--- config.mk ---
export PLATFORM = sky130hd
export DESIGN_NAME = quicksort_arbiter
export DESIGN_NICKNAME = d
export VERILOG_FILES = /design/src/rtl/quicksort_arbiter.sv
export SDC_FILE = /design/constraint.sdc
export NUM_CORES = 1
export LEC_CHECK = 0
export BUFFER_PORTS_ARGS = -buffer_cell sky130_fd_sc_hd__buf_2
export CORE_UTILIZATION = 49
export CTS_CLUSTER_DIAMETER = 120
export DETAILED_ROUTE_END_ITERATION = 7
export PLACE_DENSITY = 0.8
export SETUP_SLACK_MARGIN = 0.05
export SLEW_MARGIN = 30
export SYNTH_ARGS = -nofsm -noshare
export SYNTH_HDL_FRONTEND = slang
export SYNTH_SLANG_ARGS = --single-unit
--- constraint.sdc ---
create_clock -name clock -period 3.7 [get_ports clock]
set_clock_uncertainty 0.2 [all_clocks]
set_input_delay 0.37 -clock clock [delete_from_list [all_inputs] [get_ports clock]]
set_output_delay 0.37 -clock clock [all_outputs]
set_load 0.005 [all_outputs]
--- src/rtl/quicksort_arbiter.sv ---
// Round-robin sequencer that shares one quicksort engine among NUM_REQ requesters.
// Latches the winning job, launches the engine, waits with a timeout and returns the result.
module quicksort_arbiter #(
   parameter int NUM_REQ   = 2,
   parameter int ARR_WIDTH = 4,
   parameter int TIMEOUT   = 255
) (
   input  logic                           clock,
   input  logic                           reset_n,
   input  logic [NUM_REQ-1:0]             req,
   input  logic [NUM_REQ*ARR_WIDTH*4-1:0] req_array,
   input  logic [NUM_REQ*4-1:0]           req_lo,
   input  logic [NUM_REQ*4-1:0]           req_hi,
   output logic [NUM_REQ-1:0]             grant,
   output logic [NUM_REQ-1:0]             done,
   output logic [ARR_WIDTH*4-1:0]         sorted_out,
   output logic                           err,
   output logic                           timeout,
   output logic                           busy,
   output logic [ARR_WIDTH*4-1:0]         eng_array_in,
   output logic [3:0]                     eng_lo_ind,
   output logic [3:0]                     eng_hi_ind,
   output logic                           eng_enable,
   output logic                           eng_reset,
   input  logic                           eng_array_valid,
   input  logic [ARR_WIDTH*4-1:0]         eng_sorted_array
);

   localparam int              AW        = ARR_WIDTH * 4;
   localparam int              IW        = (NUM_REQ > 1) ? $clog2(NUM_REQ) : 1;
   localparam logic [3:0]      MAX_IND   = 4'(ARR_WIDTH - 1);
   localparam logic [7:0]      TO_LIMIT  = 8'(TIMEOUT);
   localparam logic [IW-1:0]   LAST_RST  = IW'(NUM_REQ - 1);
   localparam logic [IW:0]     NUM_REQ_W = (IW + 1)'(NUM_REQ);

   typedef enum logic [2:0] {
      S_IDLE,
      S_LOAD,
      S_LAUNCH,
      S_BLANK,
      S_WAIT,
      S_DONE
   } state_t;

   state_t          state, state_nxt;
   logic [IW-1:0]   sel, last, pick;
   logic [IW:0]     cand;
   logic            pick_valid;
   logic [7:0]      wait_cnt;
   logic            wait_expired;
   logic [AW-1:0]   sel_array;
   logic [3:0]      sel_lo, sel_hi;
   logic            range_bad;

   // Rotating priority: first pending request strictly after the last winner.
   // NOTE: every signal driven here gets a default first, so no path can leave it unassigned and infer a latch.
   always_comb begin
      pick       = last;
      pick_valid = 1'b0;
      cand       = '0;
      for (int i = 1; i <= NUM_REQ; i++) begin
         cand = {1'b0, last} + (IW + 1)'(i);
         if (cand >= NUM_REQ_W) cand = cand - NUM_REQ_W;
         if (!pick_valid && req[cand[IW-1:0]]) begin
            pick_valid = 1'b1;
            pick       = cand[IW-1:0];
         end
      end
   end

   always_comb begin
      sel_array = req_array[AW-1:0];
      sel_lo    = req_lo[3:0];
      sel_hi    = req_hi[3:0];
      for (int i = 0; i < NUM_REQ; i++) begin
         if (sel == IW'(i)) begin
            sel_array = req_array[i*AW +: AW];
            sel_lo    = req_lo[i*4 +: 4];
            sel_hi    = req_hi[i*4 +: 4];
         end
      end
   end

   assign range_bad    = (sel_lo > sel_hi) || (sel_hi > MAX_IND);
   assign wait_expired = (wait_cnt == TO_LIMIT);

   // NOTE: clocked state uses non-blocking assignments so every flop samples pre-edge values.
   always_ff @(posedge clock or negedge reset_n) begin
      if (!reset_n) state <= S_IDLE;
      else          state <= state_nxt;
   end

   always_comb begin
      state_nxt = state;
      unique case (state)
         S_IDLE:   if (pick_valid) state_nxt = S_LOAD;
         S_LOAD:   state_nxt = range_bad ? S_DONE : S_LAUNCH;
         S_LAUNCH: state_nxt = S_BLANK;
         S_BLANK:  state_nxt = S_WAIT;
         S_WAIT:   if (eng_array_valid || wait_expired) state_nxt = S_DONE;
         S_DONE:   state_nxt = S_IDLE;
         default:  state_nxt = S_IDLE;
      endcase
   end

   always_comb begin
      grant = '0;
      done  = '0;
      if (state != S_IDLE) grant[sel] = 1'b1;
      if (state == S_DONE) done = grant;
   end

   assign busy       = (state != S_IDLE);
   assign eng_enable = (state == S_LAUNCH);

   // Job fields feed the engine directly, so they are frozen from LOAD onwards.
   always_ff @(posedge clock or negedge reset_n) begin
      if (!reset_n) begin
         sel          <= '0;
         last         <= LAST_RST;
         eng_array_in <= '0;
         eng_lo_ind   <= '0;
         eng_hi_ind   <= '0;
         wait_cnt     <= '0;
         sorted_out   <= '0;
         err          <= 1'b0;
         timeout      <= 1'b0;
         eng_reset    <= 1'b1;
      end else begin
         eng_reset <= 1'b0;
         case (state)
            S_IDLE: begin
               if (pick_valid) begin
                  sel  <= pick;
                  last <= pick;
               end
            end
            S_LOAD: begin
               eng_array_in <= sel_array;
               eng_lo_ind   <= sel_lo;
               eng_hi_ind   <= sel_hi;
               wait_cnt     <= '0;
               err          <= range_bad;
               timeout      <= 1'b0;
               if (range_bad) sorted_out <= sel_array;
            end
            S_WAIT: begin
               if (eng_array_valid) begin
                  sorted_out <= eng_sorted_array;
               end else if (wait_expired) begin
                  timeout    <= 1'b1;
                  sorted_out <= eng_array_in;
                  eng_reset  <= 1'b1;
               end else begin
                  wait_cnt <= wait_cnt + 8'd1;
               end
            end
            default: ;
         endcase
      end
   end

endmodule

# Word level (Yosys, flattened, before mapping)
# Cells that the tools add are included.
# totals
elab_cells	84
romBits	0
output_inout_bits	49
mem_count	0
reg_bits	56
inputBits	69
ramBits	0
latchBits	0
# classes
eq_ne	13
n_mux	34
magnitude_cmp	8
div	0
n_bitwise	0
shifts	0
n_reduce_logical	13
n_mul	0
add_sub_neg	5
# ops
cell	n
$mux W16	4
$pmux W16 S2	1
$mux W1	16
$mux W8	2
$pmux W8 S2	1
$pmux W3 S5	1
$ne A2 B2 Y1 const B	6
$mux W3	3
$reduce_and A3 Y1	3
$add A8 B1 Y8 const B	1
$eq A8 B8 Y1 const B	1
$mux W4	2
$eq A3 B2 Y1 const B	2
$eq A3 B3 Y1 const B	2
$lt A1 B2 Y1 const B	3
$ge A2 B2 Y1 const B	2
$gt A4 B2 Y1 const B	1
$gt A4 B4 Y1	1
$mux W2	2
$reduce_and A2 Y1	2
$eq A3 B1 Y1 const B	1
$logic_not A3 Y1	1
$ne A3 B3 Y1 const B	1
$reduce_bool A3 Y1	1
10 further kinds	13

# Longest topological paths before layout
# Gate-level depths: netlist of the first run.
# logic_depth
depth_word	11
mapped_depth	11
mapped_depth_nobuf	7

# Worst setup path before layout of the first run
# No wires, ideal clock.
# synth_timing
path_kind	flip-flop to flip-flop
from	register sel
to	register sorted_out[11]
n_path_buf	4
arrival_ns	2.526
setup_time_ns	0.142
period_less_slack_ns	2.868
required_time_ns	3.358
stages_incl_launch_ff	11
path_slack_ns	0.832
path_cell_list	dfrtp_1 > clkbuf_1 > buf_2 > buf_2 > mux2i_1 > ha_1 > nor2b_1 > o2111a_1 > o31ai_4 > buf_4 > o221ai_1
# synth_between
elab_chain_cells	5
word_cells_on_any_way	10
classes_between	order compare: 2; eq/ne: 1; mux: 5; reduce/logical: 2
# synth_rtl
item	line	rtl
start: declaration	46	logic [IW-1:0] sel, last, pick;
start signal: assignment	134	sel <= pick;
$mux W4	76	if (sel == IW'(i)) begin
$gt A4 B4 Y1 or $gt A4 B2 Y1 (tied branches)	84	assign range_bad = (sel_lo > sel_hi) || (sel_hi > MAX_IND);
$logic_or A1 B1 Y1	84	
$ne A2 B2 Y1 (no source line)	-	
$reduce_and A3 Y1 (no source line)	-	
end signal: assignment	145	if (range_bad) sorted_out <= sel_array;
end signal: assignment	149	sorted_out <= eng_sorted_array;
end signal: assignment	152	sorted_out <= eng_array_in;
end: declaration	16	output logic [ARR_WIDTH*4-1:0] sorted_out,
# Parallel ways exist; a longest one is shown, timed or not. The select of a mux whose other input is x is not followed.
# A chain may end at the register's enable or synchronous reset.

# Worst setup path after layout of the first run
# layout_timing
from	register sel
to	register sorted_out[0]
# layout_between
elab_chain_cells	5
word_cells_on_any_way	10
classes_between	order compare: 2; eq/ne: 1; mux: 5; reduce/logical: 2
# layout_rtl
item	line	rtl
$mux W4	76	
via sel_lo[3]	52	logic [3:0] sel_lo, sel_hi;
$gt A4 B4 Y1	84	
$logic_or A1 B1 Y1	84	
$ne A2 B2 Y1 (no source line)	-	
$reduce_and A3 Y1 (no source line)	-	
# The timed path passes the listed nets, and every way through them passes these cells. The select of a mux whose other input is x is not followed.

==> reports/qor.txt, run 1 <==
WORST SETUP PATH
---------------------------------------------------------------------------------
Cell with the biggest individual delay on the critical path               o31ai_4
Cell family with most CP delay                                       compound AO/OA/AOI/OAI gates
Startpoint-to-endpoint class of the critical path                    flop to flop
Category of the worst setup path launch point                                flop
Worst-path cell chain                                                buf_4, mux2_2, ha_1, a21oi_1, nor2_1, o31ai_4, o211ai_1, o211ai_1
Endpoint kind of the worst setup timing path                                 flop
Maximum fanout along the worst path                                            17
Cell type with the highest occurrence count on the critical path         o211ai_1
Crit path arrival time                                                    3.11 ns
Total buffers and inverters traversed by the critical path                      1
Required time of the critical path                                        3.74 ns
Critical path's largest stage delay                                       0.67 ns

LOGIC SYNTHESIS
---------------------------------------------------------------------------------
Yosys synthesis warning count                                                   0
Area share of the largest cell type after synthesis                        0.4330
Fraction of registers with async set or reset after synthesis               1.000
Synth Cell Area                                                          3120 um2
Flip-flop and latch count after synthesis                                      56
Primary flip-flop cell chosen by synthesis mapping                        dfrtp_1
Instance count of the mapped netlist                                          303
Post-synthesis cell type count                                                 43
Count of flip-flops with a built-in enable after synthesis                      0
Largest area contributor in the synthesized netlist                       dfrtp_1
Net count after synthesis                                                     377
Avg Synthesized Cell Area                                               10.30 um2
Top cells by area in the synthesized netlist                         dfrtp_1 43%, mux2i_1 12%, mux2_1 5.4%
Register area share after synthesis                                        0.4499

STA
---------------------------------------------------------------------------------
Pin slew with the least headroom to its limit                           0.7632 ns
Aggregate negative setup slack                                               0 ns
Setup Viol. Count Final                                                         0
Worst setup slack after layout                                          0.6331 ns
Final Cycle Share                                                          0.8289
Post-route minimum period                                                3.067 ns
Max transition margin                                                      0.4912
Maximum operating frequency                                            0.3261 GHz
Setup repair after global routing missed its margin                            no
Max-slew violation count                                                        0
Worst slack on hold paths                                             -0.01939 ns
Number of endpoints with negative hold slack in the final report               30

GLOBAL ROUTE
---------------------------------------------------------------------------------
Number of antenna violations at the first check in global routing               0
Via count of the first global-routing pass                                   2596
Global routing's busiest layer                                               met2
Aggregate global routing overflow                                               0
Global routing usage summed across all routing layers                      0.2342
Global-route wire length before repair                                   11810 um
Met3 demand-to-capacity share in global routing                           0.03444
GRT met1 Usage                                                             0.2975
Largest net degree at the start of global routing                              57
GR Util met2                                                               0.4017

DRT
---------------------------------------------------------------------------------
Wirelength, routed                                                        7621 um
Total vias in the final route                                                2692
Avg Vias per Cell                                                           5.528
TritonRoute pass-1 iters                                                        4
Wire per inst                                                            15.65 um
DRC violations left                                                             0
Number of DRC markers after the initial detailed-route iteration              180
Number of nets with antenna violations after detailed routing                   0

LAYOUT
---------------------------------------------------------------------------------
Most frequent cells in the layout                                    117 x buf_2, 54 x dfrtp_1, 36 x mux2i_1
Layout net count                                                              485
Reg area                                                                 1404 um2
Area of the multi-input gates                                            1602 um2
Final instance area                                                      3834 um2
Most common cell after layout, fill and taps aside                          buf_2
Fraction of final layout cells with drive strength greater than 1          0.3447
Antenna diodes                                                                  0
P&R area growth vs syn                                                     22.85%
Utilization of the core after routing                                      0.6362
Filler instances                                                              512

CLOCK NETWORK
---------------------------------------------------------------------------------
CTS Buf Count                                                                   5
Clock latency of the later-clocked register in the worst-skew pair        0.32 ns
CTS-repair resized insts                                                        0
H-Tree Depth                                                                    2
Clk slew on worst S/H paths                                               0.10 ns
Cts-stage hold buffer count                                                     0
Post-CTS Setup Repair Bufs                                                      0
Maximum root-to-sink buffer count                                               2
CTS tree                                                                     done
Root buffer selected by CTS                                              clkbuf_8
Clk sinks                                                                      56

PLACE
---------------------------------------------------------------------------------
HPWL after detailed placement                                             5469 um
Placer congestion estimate                                                 0.7742
Post-placement cell area                                                 3726 um2
Count of port buffers added during placement                                  117
Post-Place Setup Slack                                                  0.5965 ns

DIE
---------------------------------------------------------------------------------
Number of ports placed on the die boundary                                    118
Effective utilization at floorplan                                         0.5179
Width of the die                                                         81.80 um
Total number of placement rows                                                 28
Die Y-Extent                                                             81.80 um
Die Outline Area                                                         6691 um2
Core area                                                                6026 um2

WORST HOLD PATH
---------------------------------------------------------------------------------
Worst min-delay path class                                           input pin to async pin

RUN STATUS
---------------------------------------------------------------------------------
Violations in the final reports                                      negative hold slack
Run status                                                           finished, violations left

PWR
---------------------------------------------------------------------------------
Static Leak                                                           0.001942 uW
Power density over the cells                                         786.7 nW/um2
Max IR drop VDD                                                          387.8 uV

RUN
---------------------------------------------------------------------------------
Max-capacitance violation count                                                 0

## sequential cells by signal (all words and copies together) (netlist names)
signal / count
eng_array_in: 16
eng_hi_ind: 4
eng_lo_ind: 4
eng_reset: 1
err: 1
last: 1
sel: 1
sorted_out: 16
state: 3
timeout: 1
wait_cnt: 8
## power breakdown
group / total (uW) / switching [uW] / internal [uW]
Sequential: 1110 / 225 / 884
Combinational: 1510 / 833 / 673
Clock: 401 / 200 / 201
Total: 3020 / 1260 / 1760
## area by class of cell
type / instances / share of cell area
Inverter: 3 / 0.002937
Multi-Input combinational cell: 224 / 0.4178
Sequential cell: 56 / 0.3662
Clock inverter: 2 / 0.009138
Tap cell: 75 / 0.02448
Timing Repair Buffer: 121 / 0.1606
Clock buffer: 6 / 0.01893
## layer usage
layer	routed length, um	vias up	share of wire
met5	0	-	0
met4	105	0	0.014
met3	333	11	0.044
met2	3909	87	0.51
met1	3273	1297	0.43
li1	-	1297	-
## logic make-up after synthesis
family | synth area share
AOI/OAI and AO/OA | 0.1327
adders and majority gates | 0.02005
DFF | 0.4499
xor gates and xnor gates | 0.01123
and+or+nand+nor | 0.1628
buffers and inverters | 0.03929
muxes | 0.1840
## path summary, 6_finish.rpt
check                                                from                          end  slack, ns  cells after the start
worst min register to register  eng_lo_ind[3]$_DFFE_PN0N_    eng_lo_ind[3]$_DFFE_PN0N_       0.28                      2
min in group clock                                 req[1]             last$_DFFE_PN1P_       0.11                      3
worst min-delay path                              reset_n    eng_hi_ind[1]$_DFFE_PN0N_      -0.02                      2
worst max register to register            sel$_DFFE_PN0P_    sorted_out[0]$_DFFE_PN0P_       0.63                      8
worst max-delay path                      sel$_DFFE_PN0P_    sorted_out[0]$_DFFE_PN0P_       0.63                      8
max in group asynchronous                         reset_n  eng_array_in[5]$_DFFE_PN0N_       2.85                      2
## cell usage after synthesis, types with 2 or more instances
| cell type | number |
|---|---|
| dfstp_2 | 2 |
| o211ai_1 | 2 |
| nor3_1 | 5 |
| and4_1 | 2 |
| nand2_1 | 35 |
| ha_1 | 5 |
| buf_6 | 2 |
| clkbuf_1 | 4 |
| buf_2 | 11 |
| nand2b_1 | 3 |
| a21oi_1 | 25 |
| mux2_1 | 15 |
| mux2_2 | 4 |
| xnor2_1 | 3 |
| and3_1 | 4 |
| nand3_1 | 3 |
| o31ai_4 | 2 |
| dfrtp_1 | 54 |
| nor2_1 | 34 |
| a21o_1 | 4 |
| o21ai_0 | 7 |
| nor2b_1 | 4 |
| o221ai_1 | 15 |
| inv_1 | 3 |
| buf_4 | 2 |
| mux2i_1 | 36 |
## through the flow
stage | instances | total power [uW]
after global routing | 487 | 3256
after CTS | 487 | 3037
after floorplan | 303 | 2111
after detailed placement | 479 | 2633
final | 487 | 3016
after global placement | 479 | 2557
(Power assumes the default switching activity.)
==> inputs of run 2 (changes only) <==
==> constraint.sdc (replaced) <==
create_clock -name clock -period 3 [get_ports clock]
set_clock_uncertainty 0.2 [all_clocks]
set_input_delay 0.3 -clock clock [delete_from_list [all_inputs] [get_ports clock]]
set_output_delay 0.3 -clock clock [all_outputs]
set_load 0.005 [all_outputs]
==> reports/qor.txt, run 2 (same netlist as run 1, synthesis figures left out) <==
GLOBAL ROUTE
---------------------------------------------------------------------------------
Number of antenna violations at the first check in global routing               0
Global-route wire length before repair                                   12160 um
Via count of the first global-routing pass                                   2744
Aggregate global routing overflow                                               0
Largest net degree at the start of global routing                              39
Global routing usage summed across all routing layers                      0.2390

DIE
---------------------------------------------------------------------------------
Number of ports placed on the die boundary                                    118
Effective utilization at floorplan                                         0.5179
Total number of placement rows                                                 28
Die Outline Area                                                         6691 um2
Width of the die                                                         81.80 um
Core area                                                                6026 um2
Die Y-Extent                                                             81.80 um

PLACE
---------------------------------------------------------------------------------
HPWL after detailed placement                                             5582 um
Post-Place Setup Slack                                                  0.2301 ns
Placer congestion estimate                                                 0.8114
Count of port buffers added during placement                                  117

STA
---------------------------------------------------------------------------------
Final Cycle Share                                                          0.9005
Worst setup slack after layout                                          0.2986 ns
Aggregate negative setup slack                                               0 ns
Number of endpoints with negative hold slack in the final report                0
Max-slew violation count                                                        0
Maximum operating frequency                                            0.3702 GHz
Setup Viol. Count Final                                                         0
Post-route minimum period                                                2.701 ns
Max transition margin                                                      0.5178
Setup repair after global routing missed its margin                            no
Pin slew with the least headroom to its limit                           0.7233 ns

WORST SETUP PATH
---------------------------------------------------------------------------------
Capture point of the critical path                                   sorted_out[0]$_DFFE_PN0P_
Startpoint-to-endpoint class of the critical path                    flop to flop
Length in cells of the worst reg-to-reg path                                    9
Maximum fanout along the worst path                                            17
Required time of the critical path                                        3.00 ns
Category of the worst setup path launch point                                flop
Crit path arrival time                                                    2.70 ns
Endpoint of the worst-slack reg-to-reg timing path                   sorted_out[0]$_DFFE_PN0P_
Crit path from                                                       sel$_DFFE_PN0P_
Endpoint kind of the worst setup timing path                                 flop
Worst flop-to-flop path startpoint                                   sel$_DFFE_PN0P_
Setup slack of the most critical reg-to-reg path                          0.30 ns

LAYOUT
---------------------------------------------------------------------------------
Largest registers ranked by flip-flop count                          eng_array_in x16, sorted_out x16, wait_cnt x8
Layout net count                                                              489
P&R area growth vs syn                                                     23.42%
Most frequent cells in the layout                                    117 x buf_2, 53 x dfrtp_1, 36 x mux2i_1
Fraction of final layout cells with drive strength greater than 1          0.3534
Antenna diodes                                                                  0
Most common cell after layout, fill and taps aside                          buf_2
Filler instances                                                              525

DRT
---------------------------------------------------------------------------------
DRC violations left                                                             0
TritonRoute pass-1 iters                                                        4
Number of DRC markers after the initial detailed-route iteration              191
Total vias in the final route                                                2736
Number of nets with antenna violations after detailed routing                   0
Avg Vias per Cell                                                           5.572
Wirelength, routed                                                        7592 um
Wire per inst                                                            15.46 um

CLOCK NETWORK
---------------------------------------------------------------------------------
CTS tree                                                                     done
Clk sinks                                                                      56
Maximum root-to-sink buffer count                                               2
H-Tree Depth                                                                    2
CTS Buf Count                                                                   5
Clk slew on worst S/H paths                                               0.10 ns
Root buffer selected by CTS                                              clkbuf_8
Clock latency of the later-clocked register in the worst-skew pair        0.31 ns

PWR
---------------------------------------------------------------------------------
Overall power consumption                                                 3692 uW
Static Leak                                                           0.001953 uW
Max IR drop VDD                                                          497.7 uV
Power density over the cells                                         958.7 nW/um2

RUN
---------------------------------------------------------------------------------
Max-capacitance violation count                                                 0

WORST HOLD PATH
---------------------------------------------------------------------------------
Worst min-delay path class                                           input pin to flop

RUN STATUS
---------------------------------------------------------------------------------
Run status                                                           complete, no violations

## run 2: changes by cell type in the layout (fill, tap and decap cells not counted), sizes merged
cell         delta
clkinv          +2
buf             +3
clkbuf          -1
dlygate4sd3     +1
bufinv          -1
## run 2: per-stage QoR
stage	utilization	cells	cell area, um2	hold slack [ns]
CTS	0.6383	491	3846	0.03237
detailed placement	0.6221	482	3749	0.06435
global route	0.6391	491	3851	0.08384
finish	0.6391	491	3851	0.03321
floorplan	-	303	3120	-0.1956
global placement	0.6221	482	3749	0.05368
## run 2: worst max-delay path: stages (launching register included)
cell and delay, ns:
dfrtp_2 0.45, buf_4 0.23, mux2_2 0.37, ha_1 0.33, and4_1 0.20, nor2_1 0.26
o31ai_4 0.10, buf_4 0.22, o211ai_1 0.11, o211ai_1 0.11
## run 2: how the worst min path moves through the flow
stage          slack, ns  startpoint                      endpoint  cells after the start
2_1_floorplan      -0.20     reset_n   eng_array_in[0]$_DFFE_PN0N_                      0
3_3_place_gp        0.05     reset_n  eng_array_in[14]$_DFFE_PN0N_                      1
3_5_place_dp        0.06     reset_n    sorted_out[14]$_DFFE_PN0P_                      1
4_1_cts             0.03      req[1]              last$_DFFE_PN1P_                      3
5_1_grt             0.08      req[1]              last$_DFFE_PN1P_                      3
6_report            0.03      req[1]              last$_DFFE_PN1P_                      3
## run 2: routing by layer
metal / wire [um] / vias up / global-route usage
met2: 3906 / 94 / 0.4124
li1: - / 1300 / -
met1: 3268 / 1337 / 0.3034
met4: 65 / 0 / 0.07368
met5: 0 / - / 0
met3: 352 / 5 / 0.04222
## run 2: repair_timing
item / CTS / global route
endpoints found under the hold margin: 18 / 0
setup buffers: 0 / 0
gates resized for setup: 0 / 2
setup endpoints to repair: 0 / 2
hold buffers: 1 / 0
## run 2: power by group
part	leakage [uW]	switching [uW]	internal, uW	total [uW]
logic	0.00124	1040	869	1910
registers	0.000665	274	1090	1360
clock network	0.0000479	252	164	415
## run 2: final cells by class
cell class	instances	area (um2)	share of cell area
multi-input combinational	224	1602	0.4159
sequential	56	1405	0.3648
timing repair buffer	125	651.9	0.1693
tap	75	93.84	0.02437
clock buffer	5	68.82	0.01787
clock inverter	3	18.77	0.004873
inverter	3	11.26	0.002924
==> inputs of run 3 (changes only) <==
--- a/config.mk
+++ b/config.mk
@@ -10,7 +10,7 @@
 export CTS_CLUSTER_DIAMETER = 120
 export DETAILED_ROUTE_END_ITERATION = 7
 export PLACE_DENSITY = 0.8
-export SETUP_SLACK_MARGIN = 0.05
+export SETUP_SLACK_MARGIN = 0.5
 export SLEW_MARGIN = 30
 export SYNTH_ARGS = -nofsm -noshare
 export SYNTH_HDL_FRONTEND = slang
==> constraint.sdc (replaced) <==
create_clock -name clock -period 3 [get_ports clock]
set_clock_uncertainty 0.2 [all_clocks]
set_input_delay 0 -clock clock [delete_from_list [all_inputs] [get_ports clock]]
set_output_delay 0 -clock clock [all_outputs]
set_load 0.005 [all_outputs]
==> reports/qor.txt, run 3 (same netlist as run 1, synthesis figures left out) <==
GLOBAL ROUTE
-----------------------------------------------------------------------------------
Largest net degree at the start of global routing                                50
Via count of the first global-routing pass                                     3199
Global routing usage summed across all routing layers                        0.2843
Aggregate global routing overflow                                                 0
Number of antenna violations at the first check in global routing                 0
Global-route wire length before repair                                     14370 um

CLOCK NETWORK
-----------------------------------------------------------------------------------
CTS Buf Count                                                                     5
CTS tree                                                                       done
Maximum root-to-sink buffer count                                                 2
Clock latency of the later-clocked register in the worst-skew pair          0.31 ns
Clk sinks                                                                        56
Clk slew on worst S/H paths                                                 0.11 ns
H-Tree Depth                                                                      2
Root buffer selected by CTS                                                clkbuf_8

PLACE
-----------------------------------------------------------------------------------
Post-Place Setup Slack                                                    0.4114 ns
Post-placement cell area                                                   3782 um2
Placed instance count                                                           482
Count of port buffers added during placement                                    117
HPWL after detailed placement                                               5419 um
Placer congestion estimate                                                   0.7949

DIE
-----------------------------------------------------------------------------------
Width of the die                                                           81.80 um
Die Outline Area                                                           6691 um2
Total number of placement rows                                                   28
Core area                                                                  6026 um2
Effective utilization at floorplan                                           0.5179
Die Y-Extent                                                               81.80 um
Number of ports placed on the die boundary                                      118

STA
-----------------------------------------------------------------------------------
Setup Viol. Count Final                                                           0
Worst setup slack after layout                                            0.4588 ns
Maximum operating frequency                                              0.3935 GHz
Post-route minimum period                                                  2.541 ns
Final Cycle Share                                                            0.8471
Max-slew violation count                                                          0
Pin slew with the least headroom to its limit                             0.6961 ns
Setup repair after global routing missed its margin                             yes
Aggregate negative setup slack                                                 0 ns
Number of endpoints with negative hold slack in the final report                  0
Max transition margin                                                        0.5359

WORST SETUP PATH
-----------------------------------------------------------------------------------
Setup slack of the most critical reg-to-reg path                            0.46 ns
Endpoint kind of the worst setup timing path                                   flop
Worst-path cell chain                                                  buf_6, mux2_4, ha_4, and4_4, nor2_2, o31ai_4, buf_6, o221ai_1
Crit path arrival time                                                      2.50 ns
Maximum fanout along the worst path                                               6
Endpoint of the worst-slack reg-to-reg timing path                     sorted_out[2]$_DFFE_PN0P_
Required time of the critical path                                          2.96 ns
Cell type with the highest occurrence count on the critical path              buf_6
Cell with the biggest individual delay on the critical path                 dfrtp_2
Category of the worst setup path launch point                                  flop
Worst flop-to-flop path startpoint                                     sel$_DFFE_PN0P_
Length in cells of the worst reg-to-reg path                                      8
Startpoint-to-endpoint class of the critical path                      flop to flop
Critical path's largest stage delay                                         0.48 ns

LAYOUT
-----------------------------------------------------------------------------------
Largest registers ranked by flip-flop count                            eng_array_in x16, sorted_out x16, wait_cnt x8
Count of placed standard cells in the final layout, fillers left out            566
Final instance area                                                        4693 um2
P&R area growth vs syn                                                       50.40%
Layout net count                                                                564
Most common cell after layout, fill and taps aside                            buf_2
Fraction of final layout cells with drive strength greater than 1            0.3401
Most frequent cells in the layout                                      116 x buf_2, 68 x dlygate4sd3_1, 53 x dfrtp_1
Antenna diodes                                                                    0

PWR
-----------------------------------------------------------------------------------
Switching power                                                             1746 uW
Logic gate share of total power                                               0.571
Switching Fraction                                                           0.4165
Power density over the cells                                           893.4 nW/um2
Share of total power in the clock network                                     0.103
Sequential power share                                                        0.326
Internal portion of total power                                             2447 uW
Max IR drop VDD                                                            582.7 uV
Static Leak                                                             0.002294 uW

RUN
-----------------------------------------------------------------------------------
Max-capacitance violation count                                                   0

DRT
-----------------------------------------------------------------------------------
Avg Vias per Cell                                                             5.459
Number of nets with antenna violations after detailed routing                     0
Wirelength, routed                                                          9371 um
DRC violations left                                                               0
TritonRoute pass-1 iters                                                          4
Wire per inst                                                              16.56 um
Total vias in the final route                                                  3090
Number of DRC markers after the initial detailed-route iteration                119

WORST HOLD PATH
-----------------------------------------------------------------------------------
Worst min-delay path class                                             input pin to async pin

RUN STATUS
-----------------------------------------------------------------------------------
Run status                                                             complete, no violations

==> run 3: cell types whose count changed in the layout (fill, tap and decap cells not counted), moves of 2 or more <==
cell,previous run,this run
mux2_2,4,2
ha_1,5,3
dlygate4sd3_1,1,68
buf_4,6,11
mux2_4,0,2
mux2i_1,36,33
mux2i_4,0,2
ha_4,0,2
buf_6,1,5
==> run 3: how the worst max path moves through the flow <==
stage	slack, ns	from	to
2_1_floorplan	0.44	sel$_DFFE_PN0P_	sorted_out[11]$_DFFE_PN0P_
3_3_place_gp	0.51	sel$_DFFE_PN0P_	sorted_out[0]$_DFFE_PN0P_
3_5_place_dp	0.41	sel$_DFFE_PN0P_	sorted_out[0]$_DFFE_PN0P_
4_1_cts	0.50	sel$_DFFE_PN0P_	sorted_out[5]$_DFFE_PN0P_
5_1_grt	0.36	sel$_DFFE_PN0P_	sorted_out[0]$_DFFE_PN0P_
6_report	0.46	sel$_DFFE_PN0P_	sorted_out[2]$_DFFE_PN0P_
==> run 3: worst max-delay path: cells and delay by family, from the launching register on <==
kind	cells	cell delay (ns)
fa+ha+maj	1	0.27
compound gates	2	0.49
simple gates	2	0.29
mux	1	0.33
buf+inv	2	0.33
flops	1	0.48
==> run 3: through the flow <==
stage	hold slack [ns]	utilization	total power, uW
detailed placement	-0.1455	0.6277	3292
floorplan	-0.4956	-	2665
CTS	0.04412	0.7728	4055
global route	0.08004	0.7789	4493
finish	0.02970	0.7789	4193
global placement	0.04598	0.6273	3189
==> run 3: timing repair <==
item                                    in CTS  in global routing
buffers inserted                             6                  0
endpoints found under the hold margin       98                  0
endpoints found under the setup margin      17                 17
gates resized for setup                     11                  9
pin swaps                                    4                  2
cloned                                       2                  0
hold buffers                                68                  0
==> run 3: cell type report <==
type / instances / area [um2]
Fill cell: 393 / 1333
Multi-Input combinational cell: 224 / 1692
Sequential cell: 56 / 1405
Inverter: 3 / 11.26
Clock buffer: 5 / 68.82
Timing Repair Buffer: 200 / 1400
Clock inverter: 3 / 22.52
Tap cell: 75 / 93.84
==> run 3: metal layers <==
layer  vias up  part of all wire  GRT usage
li1       1461                 -          -
met1      1483              0.41     0.3279
met2       124              0.53     0.5256
met3        22             0.049    0.04000
met4         0             0.019     0.1105
met5         -                 0          0
==> run 3: power by group through the flow <==
stage	combinational [uW]	clock, uW	sequential (uW)
2_1_floorplan	1350	0	1320
3_3_place_gp	1820	0	1360
3_5_place_dp	1910	0	1380
4_1_cts	2270	439	1350
5_1_grt	2630	461	1400
6_report	2390	431	1370
